File: config.mk
export PLATFORM = sky130hd
export DESIGN_NAME = ascon_init_sched_flat
export DESIGN_NICKNAME = d
export VERILOG_FILES = /design/src/rtl/ascon_init_sched_if.sv /design/src/rtl/ascon_init_sched.sv /design/src/flat_wrapper.sv
export SDC_FILE = /design/constraint.sdc
export NUM_CORES = 1
export LEC_CHECK = 0
export BUFFER_PORTS_ARGS = -buffer_cell sky130_fd_sc_hd__buf_2
export CAP_MARGIN = 20
export CORE_AREA = 2 2 655 657
export CTS_BUF_LIST = sky130_fd_sc_hd__clkbuf_16
export DETAILED_ROUTE_END_ITERATION = 10
export DIE_AREA = 0 0 657 659
export HOLD_SLACK_MARGIN = 0.03
export PLACE_DENSITY_LB_ADDON = 0.08
export SLEW_MARGIN = 10
export SYNTH_ARGS = -nofsm -noshare
export SYNTH_HDL_FRONTEND = slang
export SYNTH_SLANG_ARGS = --single-unit
File: constraint.sdc
create_clock -name clk -period 5.4 [get_ports clk]
set_input_delay 0.27 -clock clk [delete_from_list [all_inputs] [get_ports clk]]
set_output_delay 0.27 -clock clk [all_outputs]
set_load 0.05 [all_outputs]
File: src/rtl/ascon_init_sched_if.sv
`default_nettype none
// ============================================================================
// Module      : ascon_init_sched_if
// Description : Requester, configuration and core-side signal bundle for the
//               Ascon permutation job scheduler.
// Revision    : 1.0 - initial release
// ============================================================================
interface ascon_init_sched_if;
    logic [1:0]          req_valid_i;
    logic [1:0][319:0]   req_state_i;
    logic [1:0]          req_ready_o;
    logic [1:0]          rsp_valid_o;
    logic [1:0]          rsp_ready_i;
    logic [319:0]        rsp_state_o;
    logic                rsp_err_o;
    logic                cfg_valid_i;
    logic [4:0]          cfg_addr_i;
    logic [19:0]         cfg_data_i;
    logic                cfg_ready_o;
    logic                core_start_o;
    logic [319:0]        core_state_o;
    logic                core_upd_sbox_o;
    logic [4:0]          core_sbox_addr_o;
    logic [19:0]         core_sbox_data_o;
    logic                core_busy_i;
    logic                core_intr_i;
    logic [319:0]        core_state_i;
    logic [15:0]         done_cnt_o;

    modport slave (
        input  req_valid_i, req_state_i, rsp_ready_i,
        input  cfg_valid_i, cfg_addr_i, cfg_data_i,
        input  core_busy_i, core_intr_i, core_state_i,
        output req_ready_o, rsp_valid_o, rsp_state_o, rsp_err_o, cfg_ready_o,
        output core_start_o, core_state_o, core_upd_sbox_o,
        output core_sbox_addr_o, core_sbox_data_o, done_cnt_o
    );

    modport master (
        output req_valid_i, req_state_i, rsp_ready_i,
        output cfg_valid_i, cfg_addr_i, cfg_data_i,
        output core_busy_i, core_intr_i, core_state_i,
        input  req_ready_o, rsp_valid_o, rsp_state_o, rsp_err_o, cfg_ready_o,
        input  core_start_o, core_state_o, core_upd_sbox_o,
        input  core_sbox_addr_o, core_sbox_data_o, done_cnt_o
    );
endinterface
`default_nettype wire

File: src/rtl/ascon_init_sched.sv
`default_nettype none
// ============================================================================
// Module      : ascon_init_sched
// Description : Arbitrates two requesters onto one Ascon permutation core,
//               forwards S-box table writes and guards jobs with a timeout.
// Revision    : 1.0 - initial release
// ============================================================================
module ascon_init_sched #(
    parameter int TIMEOUT = 20
) (
    input  logic               clk,
    input  logic               rst_n,
    ascon_init_sched_if.slave  bus
);

    localparam int c_cnt_w = $clog2(TIMEOUT + 1);
    localparam logic [c_cnt_w-1:0] c_tmo_last = c_cnt_w'(TIMEOUT - 1);

    typedef enum logic [1:0] {
        S_IDLE  = 2'd0,
        S_START = 2'd1,
        S_WAIT  = 2'd2,
        S_RESP  = 2'd3
    } state_t;

    state_t               r_state;
    state_t               w_state_next;

    logic                 r_rr;
    logic                 r_grant;
    logic [c_cnt_w-1:0]   r_tmo_cnt;
    logic                 r_core_start;
    logic [319:0]         r_core_state;
    logic                 r_upd_sbox;
    logic [4:0]           r_sbox_addr;
    logic [19:0]          r_sbox_data;
    logic [1:0]           r_rsp_valid;
    logic [319:0]         r_rsp_state;
    logic                 r_rsp_err;
    logic [15:0]          r_done_cnt;

    logic                 w_cfg_ready;
    logic [1:0]           w_req_ready;
    logic                 w_gnt_idx;
    logic                 w_cfg_fire;
    logic                 w_req_fire;
    logic                 w_intr_fire;
    logic                 w_tmo_fire;
    logic                 w_rsp_fire;

    always_ff @(posedge clk or negedge rst_n) begin
        if (!rst_n) begin
            r_state <= S_IDLE;
        end else begin
            r_state <= w_state_next;
        end
    end

    always_comb begin
        w_state_next = r_state;
        w_cfg_ready  = 1'b0;
        w_req_ready  = 2'b00;
        w_gnt_idx    = r_rr;
        w_cfg_fire   = 1'b0;
        w_req_fire   = 1'b0;
        w_intr_fire  = 1'b0;
        w_tmo_fire   = 1'b0;
        w_rsp_fire   = 1'b0;
        case (r_state)
            S_IDLE: begin
                w_cfg_ready = 1'b1;
                // Table writes pre-empt jobs; a busy core blocks new grants.
                if (bus.cfg_valid_i) begin
                    w_cfg_fire = 1'b1;
                end else if (!bus.core_busy_i && (bus.req_valid_i != 2'b00)) begin
                    w_gnt_idx    = (bus.req_valid_i == 2'b11) ? r_rr : bus.req_valid_i[1];
                    w_req_ready  = w_gnt_idx ? 2'b10 : 2'b01;
                    w_req_fire   = 1'b1;
                    w_state_next = S_START;
                end
            end
            S_START: begin
                w_state_next = S_WAIT;
            end
            S_WAIT: begin
                if (bus.core_intr_i) begin
                    w_intr_fire  = 1'b1;
                    w_state_next = S_RESP;
                end else if (r_tmo_cnt == c_tmo_last) begin
                    w_tmo_fire   = 1'b1;
                    w_state_next = S_RESP;
                end
            end
            S_RESP: begin
                if (bus.rsp_ready_i[r_grant]) begin
                    w_rsp_fire   = 1'b1;
                    w_state_next = S_IDLE;
                end
            end
            default: begin
                w_state_next = S_IDLE;
            end
        endcase
    end

    always_ff @(posedge clk or negedge rst_n) begin
        if (!rst_n) begin
            r_rr         <= 1'b0;
            r_grant      <= 1'b0;
            r_tmo_cnt    <= '0;
            r_core_start <= 1'b0;
            r_core_state <= '0;
            r_upd_sbox   <= 1'b0;
            r_sbox_addr  <= '0;
            r_sbox_data  <= '0;
            r_rsp_valid  <= 2'b00;
            r_rsp_state  <= '0;
            r_rsp_err    <= 1'b0;
            r_done_cnt   <= '0;
        end else begin
            r_core_start <= w_req_fire;
            r_upd_sbox   <= w_cfg_fire;
            if (w_cfg_fire) begin
                r_sbox_addr <= bus.cfg_addr_i;
                r_sbox_data <= bus.cfg_data_i;
            end
            if (w_req_fire) begin
                r_core_state <= bus.req_state_i[w_gnt_idx];
                r_grant      <= w_gnt_idx;
            end
            if (r_state == S_START) begin
                r_tmo_cnt <= '0;
            end else if (r_state == S_WAIT) begin
                r_tmo_cnt <= r_tmo_cnt + 1'b1;
            end
            // A done pulse coinciding with the timeout still counts as success.
            if (w_intr_fire) begin
                r_rsp_state <= bus.core_state_i;
                r_rsp_err   <= 1'b0;
                r_done_cnt  <= r_done_cnt + 16'd1;
                r_rsp_valid <= r_grant ? 2'b10 : 2'b01;
            end else if (w_tmo_fire) begin
                r_rsp_state <= '0;
                r_rsp_err   <= 1'b1;
                r_rsp_valid <= r_grant ? 2'b10 : 2'b01;
            end
            if (w_rsp_fire) begin
                r_rsp_valid <= 2'b00;
                r_rr        <= ~r_grant;
            end
        end
    end

    assign bus.req_ready_o      = w_req_ready;
    assign bus.cfg_ready_o      = w_cfg_ready;
    assign bus.rsp_valid_o      = r_rsp_valid;
    assign bus.rsp_state_o      = r_rsp_state;
    assign bus.rsp_err_o        = r_rsp_err;
    assign bus.core_start_o     = r_core_start;
    assign bus.core_state_o     = r_core_state;
    assign bus.core_upd_sbox_o  = r_upd_sbox;
    assign bus.core_sbox_addr_o = r_sbox_addr;
    assign bus.core_sbox_data_o = r_sbox_data;
    assign bus.done_cnt_o       = r_done_cnt;

endmodule
`default_nettype wire
File: src/flat_wrapper.sv
// flat-port wrapper written by rule: the top's interface ports become plain ports
module ascon_init_sched_flat 
#(
    parameter int TIMEOUT = 20
)
  (clk, rst_n, bus_req_valid_i, bus_req_state_i, bus_rsp_ready_i, bus_cfg_valid_i, bus_cfg_addr_i, bus_cfg_data_i, bus_core_busy_i, bus_core_intr_i, bus_core_state_i, bus_req_ready_o, bus_rsp_valid_o, bus_rsp_state_o, bus_rsp_err_o, bus_cfg_ready_o, bus_core_start_o, bus_core_state_o, bus_core_upd_sbox_o, bus_core_sbox_addr_o, bus_core_sbox_data_o, bus_done_cnt_o);
  ascon_init_sched_if bus_i ();
  input  logic clk;
  input  logic rst_n;
  input wire logic [$bits(bus_i.req_valid_i)-1:0] bus_req_valid_i;
  input wire logic [$bits(bus_i.req_state_i)-1:0] bus_req_state_i;
  input wire logic [$bits(bus_i.rsp_ready_i)-1:0] bus_rsp_ready_i;
  input wire logic [$bits(bus_i.cfg_valid_i)-1:0] bus_cfg_valid_i;
  input wire logic [$bits(bus_i.cfg_addr_i)-1:0] bus_cfg_addr_i;
  input wire logic [$bits(bus_i.cfg_data_i)-1:0] bus_cfg_data_i;
  input wire logic [$bits(bus_i.core_busy_i)-1:0] bus_core_busy_i;
  input wire logic [$bits(bus_i.core_intr_i)-1:0] bus_core_intr_i;
  input wire logic [$bits(bus_i.core_state_i)-1:0] bus_core_state_i;
  output wire logic [$bits(bus_i.req_ready_o)-1:0] bus_req_ready_o;
  output wire logic [$bits(bus_i.rsp_valid_o)-1:0] bus_rsp_valid_o;
  output wire logic [$bits(bus_i.rsp_state_o)-1:0] bus_rsp_state_o;
  output wire logic [$bits(bus_i.rsp_err_o)-1:0] bus_rsp_err_o;
  output wire logic [$bits(bus_i.cfg_ready_o)-1:0] bus_cfg_ready_o;
  output wire logic [$bits(bus_i.core_start_o)-1:0] bus_core_start_o;
  output wire logic [$bits(bus_i.core_state_o)-1:0] bus_core_state_o;
  output wire logic [$bits(bus_i.core_upd_sbox_o)-1:0] bus_core_upd_sbox_o;
  output wire logic [$bits(bus_i.core_sbox_addr_o)-1:0] bus_core_sbox_addr_o;
  output wire logic [$bits(bus_i.core_sbox_data_o)-1:0] bus_core_sbox_data_o;
  output wire logic [$bits(bus_i.done_cnt_o)-1:0] bus_done_cnt_o;
  assign bus_i.req_valid_i = bus_req_valid_i;
  assign bus_i.req_state_i = bus_req_state_i;
  assign bus_i.rsp_ready_i = bus_rsp_ready_i;
  assign bus_i.cfg_valid_i = bus_cfg_valid_i;
  assign bus_i.cfg_addr_i = bus_cfg_addr_i;
  assign bus_i.cfg_data_i = bus_cfg_data_i;
  assign bus_i.core_busy_i = bus_core_busy_i;
  assign bus_i.core_intr_i = bus_core_intr_i;
  assign bus_i.core_state_i = bus_core_state_i;
  assign bus_req_ready_o = bus_i.req_ready_o;
  assign bus_rsp_valid_o = bus_i.rsp_valid_o;
  assign bus_rsp_state_o = bus_i.rsp_state_o;
  assign bus_rsp_err_o = bus_i.rsp_err_o;
  assign bus_cfg_ready_o = bus_i.cfg_ready_o;
  assign bus_core_start_o = bus_i.core_start_o;
  assign bus_core_state_o = bus_i.core_state_o;
  assign bus_core_upd_sbox_o = bus_i.core_upd_sbox_o;
  assign bus_core_sbox_addr_o = bus_i.core_sbox_addr_o;
  assign bus_core_sbox_data_o = bus_i.core_sbox_data_o;
  assign bus_done_cnt_o = bus_i.done_cnt_o;
  ascon_init_sched #(.TIMEOUT(TIMEOUT)) u_core (.clk(clk), .rst_n(rst_n), .bus(bus_i));
endmodule
* Word level (Yosys, flattened, before mapping)
Index checks and enable logic that the tools add are counted.
** Cells by class
- $add $sub $neg :: 2
- Multiply operators :: 0
- Divide/modulo/power cells :: 0
- Order comparisons :: 2
- Equality and inequality tests :: 9
- Shifts and indexed selects :: 0
- Muxes and demuxes :: 41
- Bitwise logic cells :: 1
- Reduce and logical (&&, ||, !) cells :: 8
** Operators with widths (count)
- $mux W320 :: 4
- $mux W2 :: 13
- $mux W1 :: 21
- $add A16 B1 Y16 const B :: 1
- $mux W5 :: 2
- $pmux W2 S4 :: 1
- $eq A2 B2 Y1 const B :: 3
- $reduce_bool A2 Y1 :: 3
- $add A5 B1 Y5 const B :: 1
- $eq A5 B5 Y1 const B :: 1
- $lt A1 B2 Y1 const B :: 2
- $ne A2 B1 Y1 const B :: 2
- $reduce_and A4 Y1 :: 1
- $ne A3 B2 Y1 const B :: 1
- $reduce_bool A3 Y1 :: 1
- $eq A2 B1 Y1 const B :: 1
- $logic_not A2 Y1 :: 1
- $ne A2 B2 Y1 const B :: 1
- $logic_and A1 B1 Y1 :: 1
- $logic_not A1 Y1 :: 1
- $not A1 Y1 :: 1
** Storage, ports and cells
- Register bits :: 695
- Bits in latches :: 0
- Memory bits (writable) :: 0
- ROM bits :: 0
- Input bits :: 994
- Output and inout bits :: 689
- Word-level logic and storage cells :: 76
- Memories kept :: 0

* Logic depth before layout (Yosys ltp)
- Depth after elaboration :: 7
- Gate-level depth with buffers :: 9
- Mapped depth without buffers :: 7

* Worst setup path before layout
Ideal clock, no wire load.
- Kind :: flip-flop to output port
- From :: register u_core.r_state[0]
- To :: output bus_req_ready_o[1]
- Arrival time :: 2.366 ns
- Data required time :: 5.130 ns
- Path slack :: 2.764 ns
- Cell stages (with the launch flop) :: 7
- Buffers on the path :: 1
- Path through :: dfrtp_1 inv_1 ha_1 nor3b_2 nand2_1 clkbuf_1 nor2_1
** Between the ends
- Cells in the longest elaborated chain, start to end :: 2
** Ends and longest elaborated chain
- start: declaration :: RTL line ascon_init_sched.sv:26 : state_t r_state;
- start signal: assignment :: RTL line ascon_init_sched.sv:55 : r_state <= w_state_next;
- $logic_not A2 Y1 :: RTL line ascon_init_sched.sv:69 : case (r_state)
- $mux W2 :: RTL line ascon_init_sched.sv:69
- end: declaration :: RTL line flat_wrapper.sv:19 : output wire logic [$bits(bus_i.req_ready_o)-1:0] bus_req_ready_o;
No other way between the ends.

* Worst setup path after layout
- From :: register u_core.r_state[0]
- To :: register u_core.r_core_state[37], in the netlist u_core.bus.core_state_o[37]
** Between the ends
- Cells in the longest elaborated chain, start to end :: 4
- Elaborated cells between the ends (all ways) :: 5
- Classes of those cells :: mux: 4; reduce/logical: 1
** Ends and longest elaborated chain
- $logic_not A2 Y1 * :: RTL line ascon_init_sched.sv:69
- $mux W1 :: RTL line ascon_init_sched.sv:69
- $mux W320 (not written as such) (2 in a row) :: RTL line ascon_init_sched.sv:128 : r_core_state <= bus.req_state_i[w_gnt_idx];
- end signal: assignment :: RTL line ascon_init_sched.sv:128
- end: declaration :: RTL line ascon_init_sched.sv:33 : logic [319:0] r_core_state;
Mark *: on every way between the ends. The rest lies on a longest branch, timed or not. The select of a mux whose other input is x is not followed.
A chain may end at the register's enable or synchronous reset.

==> impl_metrics.ini <==
[synthesis]
netlist_area_um2 = 28300
synth_mux_area_frac = 0.0115
synth-simple-area-share = 0.108
ys.flop_type = dfrtp_1
synth_edf_count = 0
yosysUniqueCellTypes = 38
synthArstFlopShare = 1.00
ys_seq_area_frac = 0.614
yosysWarnings = 0
synth_compound_area_frac = 0.217
syn_inst = 2676
synth-xor-area-share = 0.00464
synth-adder-area-share = 0.00265
synth_nets = 3676
ys_ff_latch = 695
synth.avg_cell_area_um2 = 10.6
synth_top_family_by_area = compound AO/OA/AOI/OAI gates

[critical_path]
worstPathMaxFanout = 45
critPathRequiredTime_ns = 6.13
worstSetupEndpointType = register
crit_path_top_delay_cell = a31o_4
startpoint_type = register
arrival_ns = 4.64
r2r_cells = 9
path_cells = inv_1 -> ha_1 -> nor3b_2 -> a31o_4 -> buf_4 -> buf_4 -> nor3_1 -> o21ai_1 -> dlygate4sd3_1
timing.critical_path.mode_cell = buf_4
worst_path_largest_cell_delay_ns = 0.86
crit_type = reg -> reg

[layout]
fill_cells = 49000
post-route-util = 0.135
register_area_um2 = 17400
area_growth_pct = 102
final_area_um2 = 57400
drive_gt1_frac = 0.359
multi_input_area_um2 = 9800
fin_nets = 6315

[timing]
fin_setup_tns_ns = 0
worst_slew_pin_slew_ns = 1.15
slew_viol_final = 0
max_slew_margin = 0.231
hold_violations = 0
final-setup-viol-count = 0
fin_crit_ns = 3.91
skew_ns = 0.116
fin_crit_sh = 0.724
max_freq_mhz = 256
rsz0062_at_grt = no
setup_slack_ns = 1.49

[die]
dieWidth_um = 657
core-area_um2 = 426000
initial_utilization = 0.0665
row_count = 240
die_y_um = 659
die_area_um2 = 433000
ioPinCount = 1683

[drt]
drt-total-wl_um = 275000
drt-vias-per-instance = 2.99
ant_nets = 0
drt-wirelength-per-cell_um = 24.7
drtIter0Drc = 1571
drt_pre_antenna_iters = 5
drc = 0
via_count = 33300

[hold_path]
min_path_cells = 3
hold_path.class = in -> reg

[placement]
gp_congestion = 0.817
portBuffers = 1682
post-place-ws_ns = 1.92
dpl_cell_area_um2 = 43600
dp_hpwl_um = 218000

[global_route]
grt_pass1_wl_um = 359000
antenna_found_initial = 177
grt_max_degree = 131
grt_use_total = 0.122
grt-ovfl-total = 0
first_global_vias = 36200

[power]
max-vdd-ir-drop_v = 0.000286
powerDensity_nw_per_um2 = 658
finalPower_w = 0.0377
p_leak_nw = 26.0

[clocking]
cts_resized = 0
cts_tree = done
cts_root_buf = clkbuf_16
clkTransAtPathRegs_ns = 0.06
cts.sinks = 695
cts_buffers = 113
clockBufferDepth = 4
insertion_delay_ns = 0.90
htreeDepth = 3

[run]
maxCapViolCount = 0

[outcome]
status = finished clean
## cell usage in the layout, fill, tap and decap left out, types with 2 or more instances in the layout
cell type	Yosys	routed
nor3b_1	3	2
ha_1	6	6
a21oi_1	327	327
clkinv_2	0	14
a22o_1	320	320
clkinv_1	0	33
clkinv_8	0	2
nor3_1	320	319
nand4_1	4	4
xnor2_1	13	13
and4_1	4	4
buf_4	3	58
clkinv_4	0	2
o21ai_0	43	42
buf_12	0	18
xor2_1	2	2
nand3_1	7	7
nor2_1	8	8
o21a_1	2	2
dfrtp_1	695	695
buf_2	160	1681
inv_1	8	38
nor3b_2	1	2
and3_1	3	3
clkinvlp_4	0	3
clkbuf_16	0	113
bufinv_16	0	5
o22ai_1	4	4
mux2_2	28	28
diode_2	0	73
nand2_1	331	330
dlygate4sd3_1	0	1018
o21ai_1	280	281
## area by class of cell
cell class	instances	area share
Timing Repair Buffer	2777	0.339
Inverter	9	0.000720
Tap cell	5687	0.124
Clock buffer	113	0.0493
Antenna cell	73	0.00319
Clock inverter	91	0.00973
Multi-Input combinational cell	1719	0.171
Sequential cell	695	0.303
## metrics by stage
| stage | cells | hold slack [ns] |
|---|---|---|
| CTS | 11100 | 0.0302 |
| global placement | 9868 | 0.379 |
| global route | 11100 | 0.0885 |
| finish | 11200 | 0.159 |
| detailed placement | 9868 | 0.389 |
| floorplan | 2676 | -0.0256 |
## worst max-delay path: cells and delay by family, from the launching register on
kind	cells	cell delay (ns)
fa+ha+maj	1	0.33
flops	1	0.40
buf+inv	4	1.45
compound gates	2	1.01
simple gates	2	0.58
## flip-flops by register name, summed over array words and instances, names as in the netlist
register and count:
u_core.bus.rsp_valid_o 2, u_core.bus.rsp_err_o 1, u_core.bus.core_start_o 1, u_core.bus.done_cnt_o 16, u_core.r_tmo_cnt 5, u_core.bus.core_state_o 320
u_core.bus.rsp_state_o 320, u_core.r_grant 1, u_core.r_rr 1, u_core.r_state 2, u_core.bus.core_sbox_addr_o 5, u_core.bus.core_sbox_data_o 20
u_core.bus.core_upd_sbox_o 1
## logic make-up after synthesis
family                     count (synthesis)
AOI/OAI and AO/OA                        983
DFF                                      695
and+or+nand+nor                          686
buffers and inverters                    262
muxes                                     29
xor gates and xnor gates                  15
adders and majority gates                  6
## synthesized netlist by cell type, drive strengths merged (8+ instances only)
library cell,n,area (um2)
a21oi,327,1640
a22o,320,2800
buf,173,861
clkbuf,80,300
dfrtp,695,17400
inv,9,33.8
mux2,28,315
nand2,331,1240
nor2,8,30.0
nor3,320,1600
o21ai,324,1630
xnor2,13,114
## layer usage
metal | GRT usage | up-vias | wire length, um
met5 | 0 | - | 258
met2 | 0.237 | 1330 | 148000
met4 | 0.0285 | 38 | 7540
met3 | 0.0356 | 396 | 19000
met1 | 0.128 | 16500 | 99900
li1 | - | 15100 | -
## repair_timing
item,in CTS,in global routing
hold endpoints to repair,717,0
setup buffers,0,0
hold buffers,1019,0
## power by group
group / switching [W] / leakage [nW] / internal (W) / total, W
Clock: 0.00309 / 1.77 / 0.00399 / 0.00708
Combinational: 0.0153 / 15.7 / 0.00597 / 0.0212
Sequential: 0.00173 / 8.55 / 0.00770 / 0.00943
Total: 0.0201 / 26.0 / 0.0177 / 0.0377
## final timing paths
path / startpoint / end / slack, ns
max in group asynchronous: rst_n / u_core.bus.core_state_o[67]$_DFFE_PN0P_ / 3.36
min in group asynchronous: rst_n / u_core.bus.done_cnt_o[9]$_DFFE_PN0P_ / 0.55
hold reg to reg: u_core.bus.done_cnt_o[15]$_DFFE_PN0P_ / u_core.bus.done_cnt_o[15]$_DFFE_PN0P_ / 0.47
setup / recovery: u_core.r_state[0]$_DFFE_PN0P_ / u_core.bus.core_state_o[37]$_DFFE_PN0P_ / 1.49
hold / removal: bus_core_state_i[21] / u_core.bus.rsp_state_o[21]$_DFFE_PN0P_ / 0.16
setup reg to reg: u_core.r_state[0]$_DFFE_PN0P_ / u_core.bus.core_state_o[37]$_DFFE_PN0P_ / 1.49
Note: power is estimated with default switching activity, not from simulation.
